`src/rtl/synth_pkg.sv`:
```
// Shared types and constants for the envelope follower.
package synth_pkg;

  localparam int SAMPLE_W = 16;
  localparam logic [SAMPLE_W-1:0] ENV_MAX = 16'h7FFF;

  typedef enum logic [1:0] {
    IDLE,
    OPEN,
    HOLD
  } gate_state_t;

endpackage

```
`src/rtl/env_abs_sat.sv`:
```
// Saturating absolute value of a signed sample: -32768 folds to 0x7FFF so the
// result always fits the positive envelope range.
module env_abs_sat
  import synth_pkg::*;
(
  input  logic [SAMPLE_W-1:0] i_sample,
  output logic [SAMPLE_W-1:0] o_mag
);

  logic w_neg;
  logic w_most_neg;

  assign w_neg      = i_sample[SAMPLE_W-1];
  assign w_most_neg = (i_sample == {1'b1, {(SAMPLE_W-1){1'b0}}});

  // Rectify, clamping the one negative value that has no positive twin.
  always_comb begin
    if (w_most_neg)  o_mag = ENV_MAX;
    else if (w_neg)  o_mag = ~i_sample + SAMPLE_W'(1);
    else             o_mag = i_sample;
  end

endmodule

```
`src/rtl/env_follower.sv`:
```
// Envelope follower: rectifies a signed sample stream, smooths it with an
// asymmetric attack/release shift filter and derives a hysteretic gate with
// hold. Optional peak-hold output enabled by defining ENV_FOLLOWER_PEAK_EN.
module env_follower
  import synth_pkg::*;
#(
  parameter int SHIFT_W = 4,
  parameter int HOLD_W  = 16
) (
  input  logic                CLK,
  input  logic                RESET,
  input  logic                sample_valid,
  input  logic [SAMPLE_W-1:0] sample_in,
  input  logic [SHIFT_W-1:0]  attack_shift,
  input  logic [SHIFT_W-1:0]  release_shift,
  input  logic [SAMPLE_W-1:0] on_th,
  input  logic [SAMPLE_W-1:0] off_th,
  input  logic [HOLD_W-1:0]   hold_samples,
  output logic [SAMPLE_W-1:0] env_out,
  output logic                env_valid,
  output logic                gate_out,
  output logic                gate_rise,
  output logic                gate_fall,
  output logic [SAMPLE_W-1:0] peak_out,
  input  logic                peak_clr
);

  // ---------------- stage 1: rectification ----------------
  logic [SAMPLE_W-1:0] w_mag;
  logic [SAMPLE_W-1:0] r_mag;
  logic                r_s1_valid;

  env_abs_sat u_abs (
    .i_sample (sample_in),
    .o_mag    (w_mag)
  );

  // Register the rectified magnitude alongside its valid flag.
  always_ff @(posedge CLK) begin
    // NOTE: clocked state uses non-blocking (<=) so every register samples
    // pre-edge values; blocking here would create order-dependent races.
    if (RESET) begin
      r_s1_valid <= 1'b0;
      r_mag      <= '0;
    end else begin
      r_s1_valid <= sample_valid;
      if (sample_valid) r_mag <= w_mag;
    end
  end

  // ---------------- stage 2: smoothing ----------------
  logic [SAMPLE_W-1:0] r_env;
  logic                r_env_valid;
  logic                w_up;
  logic [SAMPLE_W-1:0] w_diff;
  logic [SAMPLE_W-1:0] w_shifted;
  logic [SAMPLE_W-1:0] w_step;
  logic [SAMPLE_W-1:0] w_env_next;

  // Step toward the magnitude; a minimum step of 1 guarantees convergence.
  always_comb begin
    w_up       = (r_mag > r_env);
    w_diff     = w_up ? (r_mag - r_env) : (r_env - r_mag);
    w_shifted  = w_diff >> (w_up ? attack_shift : release_shift);
    w_step     = ((w_shifted == '0) && (w_diff != '0)) ? SAMPLE_W'(1) : w_shifted;
    w_env_next = w_up ? (r_env + w_step) : (r_env - w_step);
  end

  // Envelope register and its one-cycle update strobe.
  always_ff @(posedge CLK) begin
    if (RESET) begin
      r_env       <= '0;
      r_env_valid <= 1'b0;
    end else begin
      r_env_valid <= r_s1_valid;
      if (r_s1_valid) r_env <= w_env_next;
    end
  end

  assign env_out   = r_env;
  assign env_valid = r_env_valid;

  // ---------------- gate FSM ----------------
  gate_state_t         r_state;
  gate_state_t         w_state_next;
  logic [HOLD_W-1:0]   r_hold_cnt;
  logic [HOLD_W-1:0]   w_hold_next;
  logic [SAMPLE_W-1:0] w_eoff;
  logic                w_rise;
  logic                w_fall;
  logic                r_gate;
  logic                r_rise;
  logic                r_fall;

  // Next-state logic, advanced only on envelope update cycles.
  always_comb begin
    // NOTE: every output of this block gets a default first so no path
    // leaves a value unassigned, which would otherwise infer a latch.
    w_state_next = r_state;
    w_hold_next  = r_hold_cnt;
    w_rise       = 1'b0;
    w_fall       = 1'b0;
    w_eoff       = (off_th < on_th) ? off_th : on_th;
    if (r_s1_valid) begin
      unique case (r_state)
        IDLE: begin
          if (w_env_next >= on_th) begin
            w_state_next = OPEN;
            w_rise       = 1'b1;
          end
        end
        OPEN: begin
          if (w_env_next < w_eoff) begin
            if (hold_samples == '0) begin
              w_state_next = IDLE;
              w_fall       = 1'b1;
            end else begin
              w_state_next = HOLD;
              w_hold_next  = hold_samples;
            end
          end
        end
        HOLD: begin
          if (w_env_next >= on_th) begin
            w_state_next = OPEN;
          end else if (r_hold_cnt <= HOLD_W'(1)) begin
            w_state_next = IDLE;
            w_hold_next  = '0;
            w_fall       = 1'b1;
          end else begin
            w_hold_next  = r_hold_cnt - HOLD_W'(1);
          end
        end
        default: w_state_next = IDLE;
      endcase
    end
  end

  // Gate state, hold counter and registered gate outputs.
  always_ff @(posedge CLK) begin
    if (RESET) begin
      r_state    <= IDLE;
      r_hold_cnt <= '0;
      r_gate     <= 1'b0;
      r_rise     <= 1'b0;
      r_fall     <= 1'b0;
    end else begin
      r_state    <= w_state_next;
      r_hold_cnt <= w_hold_next;
      r_gate     <= (w_state_next != IDLE);
      r_rise     <= w_rise;
      r_fall     <= w_fall;
    end
  end

  assign gate_out  = r_gate;
  assign gate_rise = r_rise;
  assign gate_fall = r_fall;

  // ---------------- optional peak hold ----------------
`ifdef ENV_FOLLOWER_PEAK_EN
  logic [SAMPLE_W-1:0] r_peak;

  // Track the largest envelope seen; a clear restarts from the current update.
  always_ff @(posedge CLK) begin
    if (RESET) begin
      r_peak <= '0;
    end else if (peak_clr) begin
      r_peak <= r_s1_valid ? w_env_next : '0;
    end else if (r_s1_valid && (w_env_next > r_peak)) begin
      r_peak <= w_env_next;
    end
  end

  assign peak_out = r_peak;
`else
  logic w_unused_peak_clr;
  assign w_unused_peak_clr = peak_clr;
  assign peak_out          = '0;
`endif

endmodule
```
`config.mk`:
```
export PLATFORM = sky130hd
export DESIGN_NAME = env_follower
export DESIGN_NICKNAME = d
export VERILOG_FILES = /design/src/rtl/synth_pkg.sv /design/src/rtl/env_abs_sat.sv /design/src/rtl/env_follower.sv
export SDC_FILE = /design/constraint.sdc
export NUM_CORES = 1
export LEC_CHECK = 0
export CAP_MARGIN = 15
export CELL_PAD_IN_SITES_DETAIL_PLACEMENT = 0
export CELL_PAD_IN_SITES_GLOBAL_PLACEMENT = 1
export CORE_ASPECT_RATIO = 2
export CORE_MARGIN = 5
export CORE_UTILIZATION = 42
export DETAILED_ROUTE_END_ITERATION = 8
export GPL_TIMING_DRIVEN = 0
export PLACE_DENSITY_LB_ADDON = 0.3
export SYNTH_ARGS = -nofsm -noshare
export SYNTH_HDL_FRONTEND = slang
export SYNTH_HIERARCHICAL = 1
export SYNTH_SLANG_ARGS = --single-unit
```
`constraint.sdc`:
```
create_clock -name CLK -period 13.05 [get_ports CLK]
set_clock_uncertainty 0.05 [all_clocks]
set_input_delay 1.305 -clock CLK [delete_from_list [all_inputs] [get_ports CLK]]
set_output_delay 1.305 -clock CLK [all_outputs]
set_load 0.01 [all_outputs]
```
==> results.yml <==
hold_path:
  hp-class: "flop to flop"
critical_path:
  path_max_fanout: 10
  slowest_delay_ns: 0.58
  end_kind: "flop"
  criticalPathCategory: "flop to flop"
  cp_data_arrival_time_ns: 12.02
  crit_path_frequent_cell: "o21ai_0"
  cp_slowest_cell: "fa_1"
  cp-start-kind: "flop"
  required_ns: 13.17
timing:
  max_slew.worst_pin.slew_ns: 1.007
  drv_slew: 0
  tns_ns: 0
  fin_crit_sh_pct: 91.22
  rsz0062_at_grt: "no"
  relSlewSlack_pct: 32.80
  setup_viol: 0
  period_needed_ns: 11.90
  hold_viol_final: 0
  fmax_mhz: 84.00
drt:
  drt-pass1-iter-count: 5
  vias_per_cell: 5.947
  drc_errors: 0
  vias: 8867
  wl_per_cell_um: 20.99
  ant_nets: 0
  drt_wl_total_mm: 31.30
  drt_iter0_drc: 472
yosys:
  syn_inst: 1112
  avgSynthCellArea_sq_um: 7.613
  ys_top_cells_by_area: "ha_1 (15%), dfxtp_1 (13%), mux2i_1 (7.1%)"
  yosys_warnings: 6
  ys_types: 106
  synth_common_cells: "nor2_1 (116), ha_1 (101), nand2_1 (76), inv_1 (74), a21oi_1 (69)"
  syn_area_sq_um: 8466
  synth_top_area_share_pct: 14.93
  ys_seq_area_share_pct: 13.01
  ys_async_sr_fraction_pct: 0
  synth_ff_type: "dfxtp_1"
  yosysTopAreaCell: "ha_1"
  ys_ff_latch: 55
  synth-edff-count: 0
  yosysMostFrequentCell: "nor2_1"
layout:
  multi_input_area_sq_um: 6763
  area_delta_synth_final_pct: 17.50
  fillerInstances: 2115
  final_nets: 1406
  regArea_sq_um: 1101
  drive_above_1_share_pct: 8.557
clocking:
  clockBufferDepth: 2
  numCtsBuffers: 5
  postCtsSetupBuffers: 0
  cts_tree: "built"
  htree_levels: 2
  path_clk_slew_ns: 0.08
  clock_sinks: 55
  cts.repair.resized: 0
  cts_hold_buf: 0
  root_buffer: "clkbuf_16"
  clk_latency_ns: 0.31
grt:
  grt_pass1_wl_mm: 47.80
  antenna_found_initial: 2
  grt_pass1_vias: 8928
  grt_max_degree: 19
  grt_use_total_pct: 26.93
  grt_overflow: 0
outcome:
  outcome: "completed"
placement:
  hpwl_mm: 26.57
  numPortBuffers: 92
  globalplace.congestion: 1.001
flow_run:
  maxCapViolCount: 0
floorplan:
  die_w_um: 110.4
  row_count: 73
  io_pins: 112
  initial_core_util_pct: 42.52
  die_area_sq_um: 23270
  core_sq_um: 19910
  die_h_um: 210.8
## metal layers
metal / wire (um) / track usage [%] / part of all wire, % / vias to the layer above
li1: - / - / - / 4292
met1: 9779 / 23.68 / 31 / 4132
met2: 17620 / 53.59 / 56 / 306
met3: 1187 / 2.386 / 3.8 / 137
met4: 2711 / 19.47 / 8.7 / 0
met5: 0 / 0 / 0 / -
## logic make-up (layout without fill, tap and decap cells)
family	count (synthesis)	in the layout	share of synthesized area (%)
xor+xnor	48	48	5.055
fa+ha+maj	104	104	15.64
simple gates	362	362	22.44
flops	55	55	13.01
compound gates	335	335	28.02
buf+inv	140	240	7.774
other cells	1	18	0.04430
mux	67	67	8.025
## worst paths after layout
| path | startpoint | end | slack [ns] | cells after the start |
|---|---|---|---|---|
| min reg2reg | r_hold_cnt[14] | r_hold_cnt[14] | 0.43 | 2 |
| max | env_out[1] | r_hold_cnt[13] | 1.15 | 43 |
| max reg2reg | env_out[1] | r_hold_cnt[13] | 1.15 | 43 |
| min | r_hold_cnt[14] | r_hold_cnt[14] | 0.43 | 2 |
## through the flow
stage	cells	hold WS [ns]	setup slack (ns)	utilization, %	cell area, sq um
after floorplan	1127	0.4041	3.952	-	8522
after global placement	1481	0.4123	1.249	49.07	9771
after detailed placement	1481	0.4206	1.216	49.07	9771
after CTS	1489	0.4318	1.145	49.93	9942
after global routing	1491	0.4811	0.4092	49.96	9947
final	1491	0.4295	1.146	49.96	9947
## cell usage in the layout (no fill, tap or decap), drive strengths merged, types with 11 or more instances in the layout
master | synthesis | routed
nand2b | 14 | 14
dfxtp | 55 | 55
nor3 | 28 | 28
buf | 44 | 44
o211ai | 15 | 15
nand2 | 78 | 78
a31oi | 11 | 11
xor2 | 19 | 19
nor2b | 14 | 14
a21oi | 70 | 70
a211oi | 19 | 19
clkdlybuf4s50 | 0 | 92
o21ai | 72 | 72
a21o | 41 | 41
inv | 74 | 75
nand3 | 22 | 22
clkbuf | 21 | 26
ha | 101 | 101
conb | 1 | 16
nor4 | 15 | 15
mux2i | 60 | 60
xnor2 | 29 | 29
o31ai | 13 | 13
nand4 | 19 | 19
nor2 | 119 | 119
## state kept, by name, summed over array words and instances, names as in the netlist
name        count
env_out        16
r_hold_cnt     16
r_mag          16
r_state         2
env_valid       1
gate_fall       1
gate_out        1
gate_rise       1
r_s1_valid      1
## worst max-delay path, delay by kind of cell, from the launching register on
family | cells | cell delay (ns)
adders and majority gates | 4 | 1.29
AOI/OAI and AO/OA | 20 | 5.50
buffers and inverters | 6 | 1.34
muxes | 2 | 0.78
xor gates and xnor gates | 2 | 0.39
DFF | 1 | 0.52
and+or+nand+nor | 9 | 1.90
## area by class of cell
| cell class | count | area share, % |
|---|---|---|
| Antenna cell | 2 | 0.05031 |
| Buffer | 65 | 3.786 |
| Clock buffer | 5 | 1.258 |
| Clock inverter | 3 | 0.4654 |
| Inverter | 75 | 2.830 |
| Multi-Input combinational cell | 932 | 67.99 |
| Sequential cell | 55 | 11.07 |
| Tap cell | 262 | 3.296 |
| Timing Repair Buffer | 92 | 9.258 |
Power is left out: the tool's default activity adds up to more than one toggle a clock period on the data nets, which glitch-free logic cannot reach.
